## src/rtl/nts_rx_dispatcher_pkg.sv

```systemverilog
// Shared types and constants for the NTS RX dispatcher.
package nts_rx_dispatcher_pkg;

    // Upper bound on the number of NTS engines a dispatcher can serve.
    localparam int unsigned NTS_ENGINES_MAX = 8;

    typedef enum logic [1:0] {
        StIdle,
        StFwdEng,
        StFwdOther,
        StDiscard
    } state_t;

endpackage

```

## src/rtl/nts_rx_dispatcher_rr_arbiter.sv

```systemverilog
// Round-robin arbiter: picks the first requester at or after ptr, wrapping upward.
module nts_rx_dispatcher_rr_arbiter #(
    parameter int unsigned ENGINES = 4,
    parameter int unsigned PTR_W   = (ENGINES > 1) ? $clog2(ENGINES) : 1
) (
    input  logic [ENGINES-1:0] req,
    input  logic [PTR_W-1:0]   ptr,
    output logic [ENGINES-1:0] grant,
    output logic               valid
);

    // One extra bit so ptr + offset cannot overflow before the wrap
    logic [PTR_W:0] idx;

    // Scan ENGINES positions starting at ptr; first hit wins
    always_comb begin
        grant = '0;
        valid = 1'b0;
        idx   = '0;
        for (int unsigned i = 0; i < ENGINES; i++) begin
            idx = {1'b0, ptr} + (PTR_W + 1)'(i);
            if (idx >= (PTR_W + 1)'(ENGINES)) begin
                idx = idx - (PTR_W + 1)'(ENGINES);
            end
            if (!valid && req[idx[PTR_W-1:0]]) begin
                grant[idx[PTR_W-1:0]] = 1'b1;
                valid                 = 1'b1;
            end
        end
    end

endmodule

```

## src/rtl/nts_rx_dispatcher.sv

```systemverilog
// Steers classified RX frames to an NTS engine, the CPU path, or the bit bucket.
module nts_rx_dispatcher
    import nts_rx_dispatcher_pkg::*;
#(
    parameter int unsigned ENGINES   = 4,
    parameter int unsigned MAX_WORDS = 200,
    parameter int unsigned CNT_W     = 32
) (
    input  logic               i_clk,
    input  logic               i_areset,
    input  logic [63:0]        i_rx_data_be,
    input  logic [3:0]         i_rx_valid4bit,
    input  logic               i_packet_nts,
    input  logic               i_packet_other,
    input  logic               i_packet_drop,
    input  logic               i_ethernet_good,
    input  logic               i_ethernet_bad,
    input  logic               i_sof,
    input  logic [ENGINES-1:0] i_engine_ready,
    input  logic               i_other_ready,
    output logic [ENGINES-1:0] o_engine_we,
    output logic               o_other_we,
    output logic [63:0]        o_data,
    output logic [3:0]         o_valid4bit,
    output logic               o_commit,
    output logic               o_abort,
    output logic [CNT_W-1:0]   o_cnt_nts,
    output logic [CNT_W-1:0]   o_cnt_other,
    output logic [CNT_W-1:0]   o_cnt_drop,
    output logic [CNT_W-1:0]   o_cnt_busy,
    output logic [CNT_W-1:0]   o_cnt_bad
);

    localparam int unsigned PTR_W  = (ENGINES > 1) ? $clog2(ENGINES) : 1;
    localparam int unsigned WCNT_W = $clog2(MAX_WORDS + 1);

    state_t             state_q;
    logic [ENGINES-1:0] sel_q;
    logic [PTR_W-1:0]   ptr_q;
    logic [WCNT_W-1:0]  wcnt_q;

    logic [ENGINES-1:0] grant;
    logic               grant_valid;
    logic [PTR_W-1:0]   grant_idx;
    logic [PTR_W-1:0]   ptr_next;
    logic [WCNT_W-1:0]  wcnt_inc;
    logic               eof;
    logic               in_fwd;
    logic               fwd_full;
    logic               sof_full;

    function automatic logic [CNT_W-1:0] sat_inc(input logic [CNT_W-1:0] v);
        return (&v) ? v : v + 1'b1;
    endfunction

    nts_rx_dispatcher_rr_arbiter #(
        .ENGINES(ENGINES),
        .PTR_W  (PTR_W)
    ) u_rr_arbiter (
        .req  (i_engine_ready),
        .ptr  (ptr_q),
        .grant(grant),
        .valid(grant_valid)
    );

    // Encode the one-hot grant and advance the pointer just past it
    always_comb begin
        grant_idx = '0;
        for (int unsigned i = 0; i < ENGINES; i++) begin
            if (grant[i]) begin
                grant_idx = PTR_W'(i);
            end
        end
        ptr_next = (grant_idx == PTR_W'(ENGINES - 1)) ? '0 : grant_idx + 1'b1;
    end

    assign eof      = i_ethernet_good | i_ethernet_bad;
    assign in_fwd   = (state_q == StFwdEng) || (state_q == StFwdOther);
    assign wcnt_inc = wcnt_q + 1'b1;
    assign fwd_full = (wcnt_inc == WCNT_W'(MAX_WORDS));
    // A one-word limit means the first word already hits the cap
    assign sof_full = (MAX_WORDS == 1);

    // Frame steering FSM; outputs and statistics are registered alongside state
    always_ff @(posedge i_clk) begin
        if (i_areset) begin
            state_q     <= StIdle;
            sel_q       <= '0;
            ptr_q       <= '0;
            wcnt_q      <= '0;
            o_engine_we <= '0;
            o_other_we  <= 1'b0;
            o_data      <= '0;
            o_valid4bit <= '0;
            o_commit    <= 1'b0;
            o_abort     <= 1'b0;
            o_cnt_nts   <= '0;
            o_cnt_other <= '0;
            o_cnt_drop  <= '0;
            o_cnt_busy  <= '0;
            o_cnt_bad   <= '0;
        end else begin
            o_data      <= i_rx_data_be;
            o_valid4bit <= i_rx_valid4bit;
            o_engine_we <= '0;
            o_other_we  <= 1'b0;
            o_commit    <= 1'b0;
            o_abort     <= 1'b0;

            if (in_fwd && i_sof) begin
                // Missing EOF: close the old buffer; the new frame lost its first word
                o_engine_we <= (state_q == StFwdEng) ? sel_q : '0;
                o_other_we  <= (state_q == StFwdOther);
                o_abort     <= 1'b1;
                o_cnt_bad   <= sat_inc(o_cnt_bad);
                state_q     <= eof ? StIdle : StDiscard;
            end else if (i_sof) begin
                wcnt_q <= WCNT_W'(1);
                if (i_packet_drop) begin
                    o_cnt_drop <= sat_inc(o_cnt_drop);
                    state_q    <= eof ? StIdle : StDiscard;
                end else if (i_packet_nts) begin
                    if (grant_valid) begin
                        sel_q       <= grant;
                        ptr_q       <= ptr_next;
                        o_engine_we <= grant;
                        if (eof) begin
                            state_q <= StIdle;
                            if (i_ethernet_bad) begin
                                o_abort   <= 1'b1;
                                o_cnt_bad <= sat_inc(o_cnt_bad);
                            end else begin
                                o_commit  <= 1'b1;
                                o_cnt_nts <= sat_inc(o_cnt_nts);
                            end
                        end else if (sof_full) begin
                            o_abort   <= 1'b1;
                            o_cnt_bad <= sat_inc(o_cnt_bad);
                            state_q   <= StDiscard;
                        end else begin
                            state_q <= StFwdEng;
                        end
                    end else begin
                        o_cnt_busy <= sat_inc(o_cnt_busy);
                        state_q    <= eof ? StIdle : StDiscard;
                    end
                end else if (i_packet_other) begin
                    if (i_other_ready) begin
                        o_other_we <= 1'b1;
                        if (eof) begin
                            state_q <= StIdle;
                            if (i_ethernet_bad) begin
                                o_abort   <= 1'b1;
                                o_cnt_bad <= sat_inc(o_cnt_bad);
                            end else begin
                                o_commit    <= 1'b1;
                                o_cnt_other <= sat_inc(o_cnt_other);
                            end
                        end else if (sof_full) begin
                            o_abort   <= 1'b1;
                            o_cnt_bad <= sat_inc(o_cnt_bad);
                            state_q   <= StDiscard;
                        end else begin
                            state_q <= StFwdOther;
                        end
                    end else begin
                        o_cnt_busy <= sat_inc(o_cnt_busy);
                        state_q    <= eof ? StIdle : StDiscard;
                    end
                end else begin
                    state_q <= eof ? StIdle : StDiscard;
                end
            end else begin
                case (state_q)
                    StFwdEng, StFwdOther: begin
                        o_engine_we <= (state_q == StFwdEng) ? sel_q : '0;
                        o_other_we  <= (state_q == StFwdOther);
                        wcnt_q      <= wcnt_inc;
                        if (eof) begin
                            state_q <= StIdle;
                            if (i_ethernet_bad) begin
                                o_abort   <= 1'b1;
                                o_cnt_bad <= sat_inc(o_cnt_bad);
                            end else begin
                                o_commit <= 1'b1;
                                if (state_q == StFwdEng) begin
                                    o_cnt_nts <= sat_inc(o_cnt_nts);
                                end else begin
                                    o_cnt_other <= sat_inc(o_cnt_other);
                                end
                            end
                        end else if (fwd_full) begin
                            o_abort   <= 1'b1;
                            o_cnt_bad <= sat_inc(o_cnt_bad);
                            state_q   <= StDiscard;
                        end
                    end
                    StDiscard: begin
                        if (eof) begin
                            state_q <= StIdle;
                        end
                    end
                    default: ;
                endcase
            end
        end
    end

endmodule
```

## config.mk

```make
export PLATFORM = sky130hd
export DESIGN_NAME = nts_rx_dispatcher
export DESIGN_NICKNAME = d
export VERILOG_FILES = /design/src/rtl/nts_rx_dispatcher_pkg.sv /design/src/rtl/nts_rx_dispatcher_rr_arbiter.sv /design/src/rtl/nts_rx_dispatcher.sv
export SDC_FILE = /design/constraint.sdc
export NUM_CORES = 1
export LEC_CHECK = 0
export ABC_AREA = 1
export CORE_ASPECT_RATIO = 0.7
export CORE_MARGIN = 1
export CORE_UTILIZATION = 25
export CTS_CLUSTER_DIAMETER = 200
export DETAILED_ROUTE_END_ITERATION = 10
export PLACE_DENSITY = 0.42
export SETUP_SLACK_MARGIN = 0.1
export SLEW_MARGIN = 20
export SYNTH_ARGS = -nofsm -noshare
export SYNTH_HDL_FRONTEND = slang
export SYNTH_HIERARCHICAL = 1
export SYNTH_SLANG_ARGS = --single-unit
export TNS_END_PERCENT = 10
```

## constraint.sdc

```tcl
create_clock -name i_clk -period 3.25 [get_ports i_clk]
set_clock_uncertainty 0.2 [all_clocks]
set_input_delay 0.325 -clock i_clk [delete_from_list [all_inputs] [get_ports i_clk]]
set_output_delay 0.325 -clock i_clk [all_outputs]
set_load 0.05 [all_outputs]
```

# ---- Word level (Yosys, flattened, before mapping)
# Cells that the tools add are included.
# W data, S select, Z words.
dict set report totals {
  output_inout_bits 235
  in_bits 81
  word_cells 226
  register_bits 251
}
dict set report classes {
  reduce_logical 33
  eq_ne 20
  n_bitwise 8
  mux 124
  magnitude_cmp 12
  addsub 14
}
# cell n
set op_table {}
lappend op_table {{$mux W32} 41}
lappend op_table {{$add A32 B1 Y32 const B} 5}
lappend op_table {{$reduce_and A32 Y1} 5}
lappend op_table {{$mux W4} 11}
lappend op_table {{$mux W1} 42}
lappend op_table {{$mux W2} 19}
lappend op_table {{$mux W8} 2}
lappend op_table {{$ne A2 B2 Y1 const B} 7}
lappend op_table {{$lt A2 B3 Y1 const B} 4}
lappend op_table {{$or A4 B4 Y4} 3}
lappend op_table {{$reduce_and A6 Y1} 2}
lappend op_table {{$ge A3 B3 Y1 const B} 3}
lappend op_table {{$reduce_and A9 Y1} 1}
lappend op_table {{$add A8 B1 Y8 const B} 1}
lappend op_table {{$bmux W1 S2} 4}
lappend op_table {{$demux W1 S2} 4}
lappend op_table {{$eq A8 B8 Y1 const B} 1}
lappend op_table {{$ge A2 B1 Y1 const B} 4}
lappend op_table {{$logic_and A1 B1 Y1} 8}
lappend op_table {{$ne A4 B2 Y1 const B} 2}
lappend op_table {{$reduce_and A8 Y1} 1}
lappend op_table {{$reduce_bool A4 Y1} 2}
lappend op_table {{$sub A2 B1 Y2 const B} 4}
lappend op_table {{$add A2 B2 Y3 const B} 2}
lappend op_table {{other kinds (22)} 33}

# ---- Longest topological paths before layout
dict set report depth {
  word_depth 19
  depth_mapped 18
  mapped_depth_nobuf 18
}

# ---- Modules after synthesis
# The synthesis kept the hierarchy.
# module cells_each instances seq_area_each_um2 area_each_um2
set modules_own_cells {}
lappend modules_own_cells {nts_rx_dispatcher 1900 1 5024.8 12809.8}
lappend modules_own_cells {nts_rx_dispatcher_rr_arbiter 76 1 0.0 419.2}

# ---- Least setup slack after synthesis
# OpenSTA, ideal clock, no wires.
dict set report synth_timing {
  path_kind {register to register}
  start {reg ptr_q[0]}
  end {reg o_cnt_busy[20]}
  synth_period_minus_slack_ns 2.716
  setup_time_ns 0.128
  n_path_buf 0
  required_time_ns 2.922
  t_arrival_ns 2.389
  setup_slack_ns 0.534
  stages_incl_launch_ff 19
  path_cell_list {dfxtp_1 > inv_2 > ha_1 > inv_1 > nand3_1 > nand2_1 > nand2_2 > nor2_4 > nand2_1 > nand2_1 > nand3_1 > nor3_1 > nand2_2 > inv_2 > nand2_1 > nor2_1 > nand2_1 > nand2_1 > nor2_1}
}
dict set report synth_via {
  elab_chain_cells 16
  word_cells_on_any_way 35
  cone_classes {7 x add/sub; 4 x order compare; 1 x eq/ne; 16 x mux; 7 x reduce/logical}
}
# item line
set synth_lines {}
lappend synth_lines {{start, declared} nts_rx_dispatcher.sv:39} ;# logic [PTR_W-1:0] ptr_q;
lappend synth_lines {{start signal, assigned} nts_rx_dispatcher.sv:125} ;# ptr_q <= ptr_next;
lappend synth_lines {{branches (longest 13 deep; another with $add A2 B1 Y3)} --}
lappend synth_lines {{$mux W1 (*)} nts_rx_dispatcher_rr_arbiter.sv:25} ;# if (!valid && req[idx[PTR_W-1:0]]) begin
lappend synth_lines {{via grant_valid} nts_rx_dispatcher.sv:43} ;# logic grant_valid;
lappend synth_lines {{$ne A2 B2 Y1 (no line) (*)} --}
lappend synth_lines {{$reduce_and A6 Y1 (no line) (*)} --}
lappend synth_lines {{end signal, assigned} nts_rx_dispatcher.sv:144} ;# o_cnt_busy <= sat_inc(o_cnt_busy);
lappend synth_lines {{end signal, assigned} nts_rx_dispatcher.sv:167} ;# o_cnt_busy <= sat_inc(o_cnt_busy);
lappend synth_lines {{end, declared} nts_rx_dispatcher.sv:30} ;# output logic [CNT_W-1:0] o_cnt_busy,
# Mark *: on every way through the listed nets, which the timed path passes. The select of a mux whose other input is x is not followed.
# A chain may end at the register's enable or synchronous reset.

# ---- Worst setup path after layout
dict set report layout_timing {
  start {reg ptr_q[1]}
  end {reg o_cnt_bad[14]}
}
dict set report layout_via {
  elab_chain_cells 16
  word_cells_on_any_way 35
  cone_classes {7 x add/sub; 4 x order compare; 1 x eq/ne; 16 x mux; 7 x reduce/logical}
}
# item line
set layout_lines {}
lappend layout_lines {{branches (longest 13 deep; another with $add A2 B1 Y3)} --}
lappend layout_lines {{$mux W1 (*)} nts_rx_dispatcher_rr_arbiter.sv:25}
lappend layout_lines {{via grant_valid} nts_rx_dispatcher.sv:43}
lappend layout_lines {{$ne A4 B2 Y1 (no line) (*)} --}
lappend layout_lines {{$reduce_and A6 Y1 (no line) (*)} --}
lappend layout_lines {{end signal, assigned} nts_rx_dispatcher.sv:115} ;# o_cnt_bad <= sat_inc(o_cnt_bad);
lappend layout_lines {{end signal, assigned} nts_rx_dispatcher.sv:131} ;# o_cnt_bad <= sat_inc(o_cnt_bad);
lappend layout_lines {{end signal, assigned} nts_rx_dispatcher.sv:138} ;# o_cnt_bad <= sat_inc(o_cnt_bad);
lappend layout_lines {{end, declared} nts_rx_dispatcher.sv:31} ;# output logic [CNT_W-1:0] o_cnt_bad
# Marks and branches as above.

==> metrics.txt <==
Synth async-reset ratio 0%; vias in the first global route 12700; Clock Sink Count 251; Gate power share 13.5%; syn nets 2076; number of diodes 0; Max Slew Vio Count 0; CP startpoint ptr_q[1]$_SDFFE_PP0P_; Worst Path Max Fanout 11; Post-Place Cell Area 17200 um2; dpl ws 0.237 ns; Net Sw Power 0.00224 W; Slew headroom 37.1%; Max Cap Viol 0; Internal 0.00590 W; top_reg_cell synth dfxtp_1; Yosys Warn Count 6; final instance area 18400 um2; Least-Margin Pin Slew 0.943 ns; cell count after synthesis 1976; Mean Syn Cell Area 6.69 um2; Via Count 13600; Routed WL 45700 um; Final WS setup 0.397 ns; largest cells by area after synthesis dfxtp_1 (38%), nand2_1 (15%), nor2_1 (7.5%); Post-synth EDFFs 0; Layout area overhead 39.2%; Mapped Area 13200 um2; DP HPWL 34700 um; Worst EP required 3.46 ns; TritonCTS Buffers 31; TNS Setup 0 ns; worst hold path endpoint o_data[34]$_SDFF_PP0_; clock latency on the worst-skew pair 0.57 ns; Clock Tree Root clkbuf_16; Clock power frac 47.2%; reg2reg path depth 16; Worst Setup Start Kind flop; H-tree levels 1; Via-to-Cell Ratio 4.53; Top Ports 316; drt wl/cell 15.2 um; kind of critical path flop to flop; die width 277 um; CP Capture Type flop; Peak VDD IR 284 uV; Critical Path AT 3.07 ns; Final setup viols 0; RSZ-0062 raised after global routing true; DRC Markers 0; Achievable Freq 350 MHz; die height 194 um; Worst Hold Depth 3; sequential fraction of design power 39.4%; CTS tree yes; largest net degree at the start of global routing 81; R2R setup slack 0.40 ns; post-synth top area share 38.0%; HP Class input pin to flop; drt first pass iters 7; leak pwr 6.81 nW; sequential-to-total area share from yosys stat 38.0%; Worst R2R Start ptr_q[1]$_SDFFE_PP0P_; Final Hold Vio Count 0; Hold Crit Start i_rx_data_be[34]; core footprint 52200 um2; flops & latches, synth 251; CTS Buffer Depth 3; Final nets 2403; Total Power 0.00814 W; crit path time final 2.85 ns; Routed Antenna Nets 0; initial antenna violation count 0; share of layout cells above drive strength 1 6.83%; starting density of the core 25.3%; Iteration-0 DRC Markers 1009; outcome finished clean; IO Port Bufs 315; first-pass GRT wire length 72000 um; Rows 70; pwr/cell area 442 nW/um2; Clock Pin Slew Worst Setup and Hold Paths 0.06 ns; gpl congestion 0.924; Die Area 53900 um2; switching share of power 27.5%; count of cell types in the netlist 47; final period utilization 87.8%; RR Endpoint o_cnt_bad[14]$_SDFFE_PP0P_; gr usage total 16.5%; GRT overflow 0; cell accounting for the most synthesized area dfxtp_1
==> registers in the layout, indices dropped and copies added, names as in the netlist <==
name / cells
o_other_we: 1
o_cnt_busy: 32
o_cnt_other: 32
wcnt_q: 8
o_commit: 1
o_data: 64
o_abort: 1
o_engine_we: 4
o_cnt_nts: 32
sel_q: 4
o_cnt_drop: 32
state_q: 2
ptr_q: 2
o_valid4bit: 4
o_cnt_bad: 32
==> area by class of cell <==
type                            count  area, um2
Inverter                          243        915
Timing Repair Buffer              353       3480
Clock inverter                     18        262
Clock buffer                       39        876
Sequential cell                   251       5020
Tap cell                          684        856
Multi-Input combinational cell   1423       7010
Fill cell                        5671      33800
==> through the flow <==
stage          utilization, %  instances  hold slack, ns
6_report                 35.3       3011          0.0598
3_5_place_dp             33.0       2951           0.256
2_1_floorplan               -       1976           0.232
5_1_grt                  35.3       3011          0.0252
3_3_place_gp             33.0       2951           0.247
4_1_cts                  35.2       3009          0.0159
==> power groups by stage <==
stage          logic [W]  clock network, W  registers, W
6_report         0.00110           0.00384       0.00320
5_1_grt          0.00120           0.00412       0.00321
4_1_cts          0.00110           0.00400       0.00320
3_5_place_dp     0.00109                 0       0.00327
3_3_place_gp     0.00109                 0       0.00327
2_1_floorplan   0.000449                 0       0.00349
==> synth_stat cells, types with 7 or more instances <==
library cell,instances
nor2_2,7
a21oi_2,9
nand2_2,17
inv_1,236
o21ai_0,42
a21oi_1,146
nand4_1,59
ha_1,19
buf_4,9
nor2_1,263
dfxtp_1,251
nand2_1,534
nor3_1,81
nor4_1,21
nand3_1,82
xor2_1,59
xnor2_1,31
clkbuf_1,29
buf_2,13
==> cells by family (layout without fill, tap and decap cells) <==
group / after synthesis / in the layout / share of synthesized area [%]
xor gates and xnor gates: 90 / 90 / 5.96
and+or+nand+nor: 1099 / 1099 / 36.3
AOI/OAI and AO/OA: 215 / 215 / 8.64
DFF: 251 / 251 / 38.0
buffers and inverters: 302 / 653 / 9.32
adders and majority gates: 19 / 19 / 1.80
==> layer usage <==
metal	part of all wire [%]	vias up	GRT usage, %
li1	-	6962	-
met2	40	372	23.4
met4	1.7	0	3.19
met5	0	-	0
met3	7.0	56	3.88
met1	52	6246	24.8
==> what timing repair did <==
| item | in CTS | in global routing |
|---|---|---|
| endpoints found under the hold margin | 47 | 0 |
| gates resized for setup | 0 | 7 |
| hold buffers | 1 | 0 |
| setup buffers | 0 | 2 |
| setup endpoints to repair | 0 | 57 |
==> critical path: stages (launching register included) <==
cell     delay [ns]
dfxtp_1        0.33
inv_1          0.11
ha_1           0.33
inv_1          0.12
nand3_1        0.08
nand2_1        0.11
nand2_2        0.08
nor2_4         0.12
nand2_1        0.10
nand2_1        0.11
nand3_1        0.11
and3_2         0.27
nand2_2        0.16
inv_1          0.11
buf_4          0.20
nand4_1        0.10
a21oi_1        0.07
==> cell usage in the layout (no fill, tap or decap), drive strengths merged, types with 39 or more instances in the layout <==
master and n:
a21oi 155, clkbuf 39, clkdlybuf4s50 314, dfxtp 251
inv 244, nand2 552, nand3 89, nand4 60
nor2 274, nor3 82, o21ai 45, xor2 59
==> worst max-delay path by stage <==
stage / slack, ns / cells past startpoint / end
2_1_floorplan: 0.53 / 18 / o_cnt_busy[20]$_SDFFE_PP0P_
6_report: 0.40 / 16 / o_cnt_bad[14]$_SDFFE_PP0P_
3_5_place_dp: 0.24 / 10 / o_cnt_drop[12]$_SDFFE_PP0P_
5_1_grt: 0.04 / 18 / o_cnt_busy[8]$_SDFFE_PP0P_
3_3_place_gp: 0.28 / 11 / o_cnt_other[25]$_SDFFE_PP0P_
4_1_cts: 0.26 / 10 / o_cnt_drop[22]$_SDFFE_PP0P_
(Power assumes the default switching activity.)
